==> src/rtl/algo_fque_pfbuf.sv <==
`default_nettype none
// algo_fque_pfbuf: keeps up to PFDEPTH free pointers popped ahead of demand,
// registers client returns onto the push port, and flushes prefetched pointers back.
module algo_fque_pfbuf #(
  parameter int BITQPTR  = 4,
  parameter int BITQCNT  = 5,
  parameter int PFDEPTH  = 4,
  parameter int BITPFCNT = 3
) (
  input  logic                clk,
  input  logic                rst,
  input  logic                fq_ready,
  input  logic [BITQCNT-1:0]  freecnt,
  output logic                pop,
  input  logic                po_pvld,
  input  logic [BITQPTR-1:0]  po_ptr,
  output logic                push,
  output logic [BITQPTR-1:0]  pu_ptr,
  output logic                alloc_vld,
  output logic [BITQPTR-1:0]  alloc_ptr,
  input  logic                alloc_req,
  input  logic                free_req,
  input  logic [BITQPTR-1:0]  free_ptr,
  input  logic                flush,
  output logic                busy,
  output logic [BITPFCNT-1:0] pf_cnt,
  output logic                err
);
  localparam int AW = (PFDEPTH > 1) ? $clog2(PFDEPTH) : 1;
  localparam int SW = BITPFCNT + 1;
  localparam int CW = (BITQCNT > BITPFCNT) ? BITQCNT : BITPFCNT;

  localparam logic [1:0] S_INIT  = 2'd0;
  localparam logic [1:0] S_RUN   = 2'd1;
  localparam logic [1:0] S_FLUSH = 2'd2;

  logic [1:0]          state, state_nx;
  logic [BITPFCNT-1:0] inflight, inflight_nx, cnt_nx;
  logic [AW-1:0]       rd_ptr, wr_ptr, rd_nx, wr_nx;
  logic [BITQPTR-1:0]  mem [PFDEPTH];
  logic [BITQPTR-1:0]  head_nx;
  logic [SW-1:0]       occ;
  logic                deq, fl_deq, pull, room, enq, ret_ok, po_bad;

  function automatic logic [AW-1:0] wrap_inc(input logic [AW-1:0] p);
    return (p == AW'(PFDEPTH - 1)) ? '0 : p + AW'(1);
  endfunction

  always_ff @(posedge clk or negedge rst) begin
    if (!rst) state <= S_INIT;
    else      state <= state_nx;
  end

  always_comb begin
    state_nx = state;
    case (state)
      S_INIT:  if (fq_ready) state_nx = S_RUN;
      S_RUN:   if (flush) state_nx = S_FLUSH;
      S_FLUSH: if (pf_cnt == '0 && inflight == '0) state_nx = S_RUN;
      default: state_nx = S_INIT;
    endcase
  end

  assign occ = SW'(pf_cnt) + SW'(inflight);

  // Flush drains only once every outstanding pop has landed, and yields to client returns.
  always_comb begin
    busy   = (state == S_FLUSH);
    pop    = (state == S_RUN) & fq_ready & (occ < SW'(PFDEPTH)) & (CW'(freecnt) > CW'(inflight));
    fl_deq = (state == S_FLUSH) & (inflight == '0) & (pf_cnt != '0) & ~free_req;
  end

  always_comb begin
    deq         = alloc_req & alloc_vld;
    pull        = deq | fl_deq;
    room        = (pf_cnt != BITPFCNT'(PFDEPTH)) | pull;
    ret_ok      = po_pvld & (inflight != '0);
    enq         = ret_ok & room;
    po_bad      = po_pvld & ~enq;
    rd_nx       = pull ? wrap_inc(rd_ptr) : rd_ptr;
    wr_nx       = enq ? wrap_inc(wr_ptr) : wr_ptr;
    cnt_nx      = pf_cnt + BITPFCNT'(enq) - BITPFCNT'(pull);
    inflight_nx = inflight + BITPFCNT'(pop) - BITPFCNT'(ret_ok);
    // The new head is the pointer being written when the FIFO is otherwise empty.
    head_nx     = (enq && rd_nx == wr_ptr) ? po_ptr : mem[rd_nx];
  end

  always_ff @(posedge clk or negedge rst) begin
    if (!rst) begin
      inflight  <= '0;
      rd_ptr    <= '0;
      wr_ptr    <= '0;
      pf_cnt    <= '0;
      alloc_vld <= 1'b0;
      alloc_ptr <= '0;
      push      <= 1'b0;
      pu_ptr    <= '0;
      err       <= 1'b0;
    end else begin
      inflight  <= inflight_nx;
      rd_ptr    <= rd_nx;
      wr_ptr    <= wr_nx;
      pf_cnt    <= cnt_nx;
      alloc_vld <= (cnt_nx != '0) & (state_nx == S_RUN);
      alloc_ptr <= head_nx;
      push      <= free_req | fl_deq;
      if (free_req)    pu_ptr <= free_ptr;
      else if (fl_deq) pu_ptr <= mem[rd_ptr];
      err       <= err | po_bad | (alloc_req & ~alloc_vld);
    end
  end

  always_ff @(posedge clk) begin
    if (enq) mem[wr_ptr] <= po_ptr;
  end

endmodule
`default_nettype wire

==> config.mk <==
export PLATFORM = sky130hd
export DESIGN_NAME = algo_fque_pfbuf
export DESIGN_NICKNAME = d
export VERILOG_FILES = /design/src/rtl/algo_fque_pfbuf.sv
export SDC_FILE = /design/constraint.sdc
export NUM_CORES = 1
export LEC_CHECK = 0
export ABC_CLOCK_PERIOD_IN_PS = 2590
export BUFFER_PORTS_ARGS = -buffer_cell sky130_fd_sc_hd__buf_2
export CAP_MARGIN = 20
export CORE_MARGIN = 2
export CORE_UTILIZATION = 50
export DETAILED_ROUTE_END_ITERATION = 7
export HOLD_SLACK_MARGIN = 0.1
export PLACE_DENSITY = 0.81
export SYNTH_ARGS = -nofsm -noshare
export SYNTH_HDL_FRONTEND = slang
export SYNTH_SLANG_ARGS = --single-unit
==> constraint.sdc <==
create_clock -name clk -period 2.59 [get_ports clk]
set_clock_uncertainty 0.1 [all_clocks]
set_input_delay 0.259 -clock clk [delete_from_list [all_inputs] [get_ports clk]]
set_output_delay 0.259 -clock clk [all_outputs]
set_load 0.02 [all_outputs]
After elaboration in Yosys (flattened, before gate mapping):

Memory sizes are Yosys's and may differ from the RTL's. A register that Yosys moved wholly into a read port is not among the register bits.
Index checks and enable logic that the tools add are counted.

* add/sub/neg operators: 7
* multiply operators: 0
* divide/modulo/power cells: 0
* magnitude comparators: 2
* equal/unequal tests: 6
* shifts and indexed selects: 0
* mux-type cells: 11
* bitwise operators: 20
* reductions and logical operators: 9

Operators by type and width (number)
* AND 1 bit: 12
* two-way mux 2 bit: 6
* nonzero test 3 bit: 3
* two-way mux 4 bit: 2
* adder 3 x 1 -> 3 bit: 2
* == test 2 bit (second input constant): 3
* logical NOT 3 bit: 2
* case mux 2 bit (3 select lines): 1
* subtractor 3 x 1 -> 3 bit: 2
* greater-than comparator 5 x 3 -> 1 bit: 1
* OR 1 bit: 5
* adder 2 x 1 -> 2 bit (second input constant): 2
* adder 3 x 3 -> 4 bit: 1
* == test 2 x 1 -> 1 bit (second input constant): 2
* less-than comparator 4 x 3 -> 1 bit (second input constant): 1
* != test 3 bit (second input constant): 1
* NOT 1 bit: 3
* logical NOT 2 bit: 1
* two-way mux 1 bit: 2
* nonzero test 2 bit: 1
* logical AND 1 bit: 1
* logical NOT 1 bit: 1

* register bits after elaboration: 19
* latch bits: 0
* memory bits (writable): 16
* bits in read-only memories: 0
* input bits: 20
* output and inout bits: 16
* logic and storage cells: 65
* memories kept: 1

Memory list
* mem: depth 4, bits a word 4, read ports 2, clocked after memory_dff 1, write ports 1, RTL line 40 `logic [BITQPTR-1:0] mem [PFDEPTH];`

Logic depth before layout (Yosys ltp):

* depth in word-level cells: 11
* gate-level depth with buffers: 12
* mapped depth without buffers: 12

Worst setup path before layout:

Ideal clock, no wire load.

* path type: flip-flop to flip-flop
* from: register alloc_vld
* to: register alloc_vld
* data arrival time: 2497 ps
* data required time: 2366 ps
* path slack: -131 ps
* stages on the path, launching flop included: 11
* period minus slack after synthesis: 2721 ps
* cells stage by stage: dfrtp_1 -> nand2_1 -> a31oi_1 -> inv_1 -> ha_1 -> inv_1 -> ha_1 -> fa_1 -> xnor2_1 -> xnor2_1 -> o31a_1

* cells in the longest elaborated chain, start to end: 8

Ends and longest elaborated chain
* start, declared: RTL line 19 `output logic alloc_vld,`
* start signal, assigned: RTL line 104 `alloc_vld <= (cnt_nx != '0) & (state_nx == S_RUN);`
* AND 1 bit (*): RTL line 74 `deq = alloc_req & alloc_vld;`
* OR 1 bit (*): RTL line 75 `pull = deq | fl_deq;`
* OR 1 bit: RTL line 76 `room = (pf_cnt != BITPFCNT'(PFDEPTH)) | pull;`
* AND 1 bit: RTL line 78 `enq = ret_ok & room;`
* adder 3 x 1 -> 3 bit: RTL line 82 `cnt_nx = pf_cnt + BITPFCNT'(enq) - BITPFCNT'(pull);`
* subtractor 3 x 1 -> 3 bit (*): RTL line 82
* via cnt_nx[2]: RTL line 38 `logic [BITPFCNT-1:0] inflight, inflight_nx, cnt_nx;`
* nonzero test 3 bit (*): RTL line 104
* AND 1 bit (*): RTL line 104

Mark *: on every way through the listed nets, which the timed path passes. The rest lies on a longest branch.
A chain may end at the register's enable or synchronous reset.

Worst setup path after layout:

* from: register inflight[1]
* to: register alloc_vld

* cells in the longest elaborated chain, start to end: 11
* elaborated cells on any way between the ends: 17
* classes of those cells: add/sub (2); eq/ne (1); mux (2); bitwise (8); reduce/logical (4)

Ends and longest elaborated chain
* start, declared: RTL line 38
* start signal, assigned: RTL line 100 `inflight <= inflight_nx;`
* logical NOT 3 bit: RTL line 70 `fl_deq = (state == S_FLUSH) & (inflight == '0) & (pf_cnt != '0) & ~free_req;`
* AND 1 bit (3 in series): RTL line 70
* OR 1 bit: RTL line 75
* OR 1 bit: RTL line 76
* AND 1 bit: RTL line 78
* adder 3 x 1 -> 3 bit: RTL line 82
* subtractor 3 x 1 -> 3 bit (*): RTL line 82
* via cnt_nx[2]: RTL line 38
* nonzero test 3 bit (*): RTL line 104
* AND 1 bit (*): RTL line 104

Marked as above.

==> impl_results.md <==
- Worst-Margin Slew: 0.533 ns
- Highest-delay cell along the critical path: dfrtp_1
- Fmax: 0.393 GHz
- TritonCTS Buffers: 5
- CP startpoint kind: register
- Vias in the first global route: 1291
- Core area: 3970 um2
- Pre-CTS WS: -0.0899 ns
- Post-route cell area: 2620 um2
- Vias per inst: 5.15
- Ant. Diodes: 0
- Worst setup slack after layout: 0.0424 ns
- Iteration count of the initial detailed-routing pass: 4
- Setup slack, reg-to-reg: 0.04 ns
- Dpl hpwl: 2850 um
- R2r startpoint: inflight[1]
- Setup crit end kind: register
- Cell leakage power: 1.20 nW
- Critical Path RT: 2.66 ns
- VDD IR max: 0.000465 V
- CP max FO: 3
- R2r endpoint: alloc_vld
- DR iter-0 viols: 50
- Placed standard-cell area: 2360 um2
- Critical path cell sequence: or3_4, o41ai_4, ha_1, inv_1, ha_2, fa_2, xnor2_2, xnor2_1, o31a_1
- Seq cells post-synth: 39
- Final Hold Viols: 0
- Clk Latency, worst-skew pair: 0.29 ns
- Pwr dens: 1180 nW/um2
- WHS Path Cells: 2
- Post-Route WL: 4010 um
- MaxCap Viol Count: 0
- Routed length per placed instance: 15.0 um
- DIE AREA: 4610 um2
- Worst Hold End: err
- CTS root buf: clkbuf_8
- Post-synthesis cell type count: 35
- Syn nets: 188
- Die height: 67.9 um
- First-pass GRT wire length: 6200 um
- Synthesis Warnings: 0
- CTS tree: done
- IO Port Bufs: 35
- Reg2Reg Depth: 9
- Hold_ws: 0.138 ns
- HP Start: alloc_req
- Grt ovf: 0
- Largest net degree at the start of global routing: 24
- Post-synthesis sequential area ratio: 51.7%
- Worst hold path type: in2reg
- Slew HR: 64.4%
- Post-DRT Antenna Nets: 0
- Min Tclk post-route: 2.55 ns
- Status: finished clean
- Row cnt: 23
- Mapped Area: 2040 um2
- Final-layout fill cell count: 292
- Clk sinks: 39
- Final #Nets: 252
- CP Data Arrival Time: 2.62 ns
- Post-Syn Instances: 152
- Via count: 1375
- GPL Wtd Cong: 0.828
- Initial antenna violation count: 0
- IO Count: 36
- CTS H-tree lvls: 2
- Synth-to-Final Area Change: 28.2%
- RSZ-0062 raised after global routing: true
- Initial Util: 51.4%
- Final Max Tran Viols: 0
- Syn_area_per_cell: 13.4 um2
- Clk slew on worst S/H paths: 0.08 ns
- CTS Buffer Depth: 2
- Max incr delay on CP: 0.41 ns
- WS Path Type: reg2reg
- GRT Util Overall: 19.1%
- Post-route DRC: 0
- Fin crit share: 98.4%
- Fraction of layout cells with a size suffix above 1: 37.8%
- Final setup violation count: 0
- Chip width: 67.9 um
-- metrics by stage --
step,util (%),setup TNS (ns),power [mW],std cells
floorplan,-,-0.0885,2.06,152
global placement,59.5,-0.00422,2.44,248
detailed placement,59.5,-0.0899,2.49,248
CTS,65.4,-0.0000853,3.08,267
global route,65.9,-0.0871,3.29,267
finish,65.9,0,3.09,267
-- state kept, by name, summed over array words and instances, names as in the netlist --
register,count
rd_ptr,2
inflight,3
pf_cnt,3
mem,16
push,1
pu_ptr,4
err,1
wr_ptr,2
alloc_vld,1
state,2
alloc_ptr,4
-- per-layer routing --
| metal | wire [um] | up-vias | global-route usage (%) |
|---|---|---|---|
| li1 | - | 669 | - |
| met1 | 1680 | 667 | 23.6 |
| met2 | 2080 | 31 | 31.4 |
| met3 | 177 | 8 | 4.61 |
| met4 | 79 | 0 | 9.25 |
| met5 | 0 | - | 0 |
-- final cells by class --
class	instances	area (um2)	share of cell area (%)
clock buffers	5	68.8	2.63
inverters	17	63.8	2.44
flip-flops and latches	39	1060	40.4
repair buffers	60	388	14.8
multi-input cells	93	935	35.7
clock inverters	3	43.8	1.67
well taps	50	62.6	2.39
-- Yosys cell counts (all sizes together) --
cell type / count / share of area [%]
and2: 4 / 1.2
clkbuf: 2 / 0.86
ha: 14 / 8.6
mux4: 4 / 4.4
a311oi: 1 / 0.43
nor4b: 1 / 0.43
nand2b: 1 / 0.31
a21oi: 2 / 0.49
dfrtp: 23 / 28
mux2i: 17 / 8.3
or2b: 1 / 0.43
nor3: 4 / 0.98
edfxtp: 16 / 24
nor2b: 2 / 0.61
xnor2: 6 / 2.9
o41ai: 1 / 1.3
or3: 2 / 0.86
clkinv: 1 / 0.18
a31oi: 3 / 0.92
mux2: 5 / 3.1
nand3: 1 / 0.49
fa: 2 / 2.0
o21ai: 7 / 1.7
nand2: 8 / 1.5
inv: 16 / 2.9
or2: 1 / 0.31
a21o: 2 / 0.73
nor2: 2 / 0.37
a221o: 1 / 0.49
buf: 1 / 0.98
o31a: 1 / 0.43
-- cells by family (layout without fill, tap and decap cells) --
family                   Yosys count  count (layout)  share of synthesized area, %
AND/OR/NAND/NOR                   27              27                          7.47
buffers and inverters             20              85                          4.96
adder cells (fa/ha/maj)           16              16                          10.5
flip-flops                        39              39                          51.7
XOR/XNOR                           6               6                          2.94
AO/OA/AOI/OAI                     18              18                          6.55
multiplexers                      26              26                          15.9
-- layout by cell type (no fill, tap or decap), types with 3 or more instances in the layout --
cell type	n
inv_1	15
mux4_2	4
dfrtp_1	22
mux2_1	3
nor3_1	3
xnor2_1	3
xnor2_2	3
nand2_1	8
and2_1	4
dlygate4sd3_1	10
buf_4	15
clkbuf_8	5
mux2i_1	17
buf_2	35
edfxtp_1	16
o21ai_0	7
ha_1	12
-- worst max path at each step --
stage / from / end / cells past startpoint
after floorplan: inflight[1] / alloc_vld / 9
after global placement: inflight[2] / alloc_vld / 9
after detailed placement: inflight[2] / alloc_vld / 9
after CTS: inflight[0] / alloc_vld / 9
after global routing: inflight[2] / inflight[2] / 12
final: inflight[1] / alloc_vld / 9
-- report_power, final --
group,internal [mW],switching [mW],total (mW)
sequential,0.856,0.145,1.00
clock,0.287,0.215,0.502
combinational,0.789,0.798,1.59
total,1.93,1.16,3.09
-- worst max-delay path: cells and delay by family (launching register included) --
family / cells / cell delay [ns]
buf+inv: 1 / 0.04
compound gates: 2 / 0.50
simple gates: 1 / 0.41
fa+ha+maj: 3 / 0.70
xor+xnor: 2 / 0.28
flops: 1 / 0.41
-- what timing repair did --
action	4_1_cts	5_1_grt
buffers inserted	1	0
setup endpoints to repair	6	5
hold buffers	10	0
pin swaps	6	2
endpoints found under the hold margin	44	0
cloned	0	0
resized for setup	6	5
Note: power is estimated with default switching activity, not from simulation.
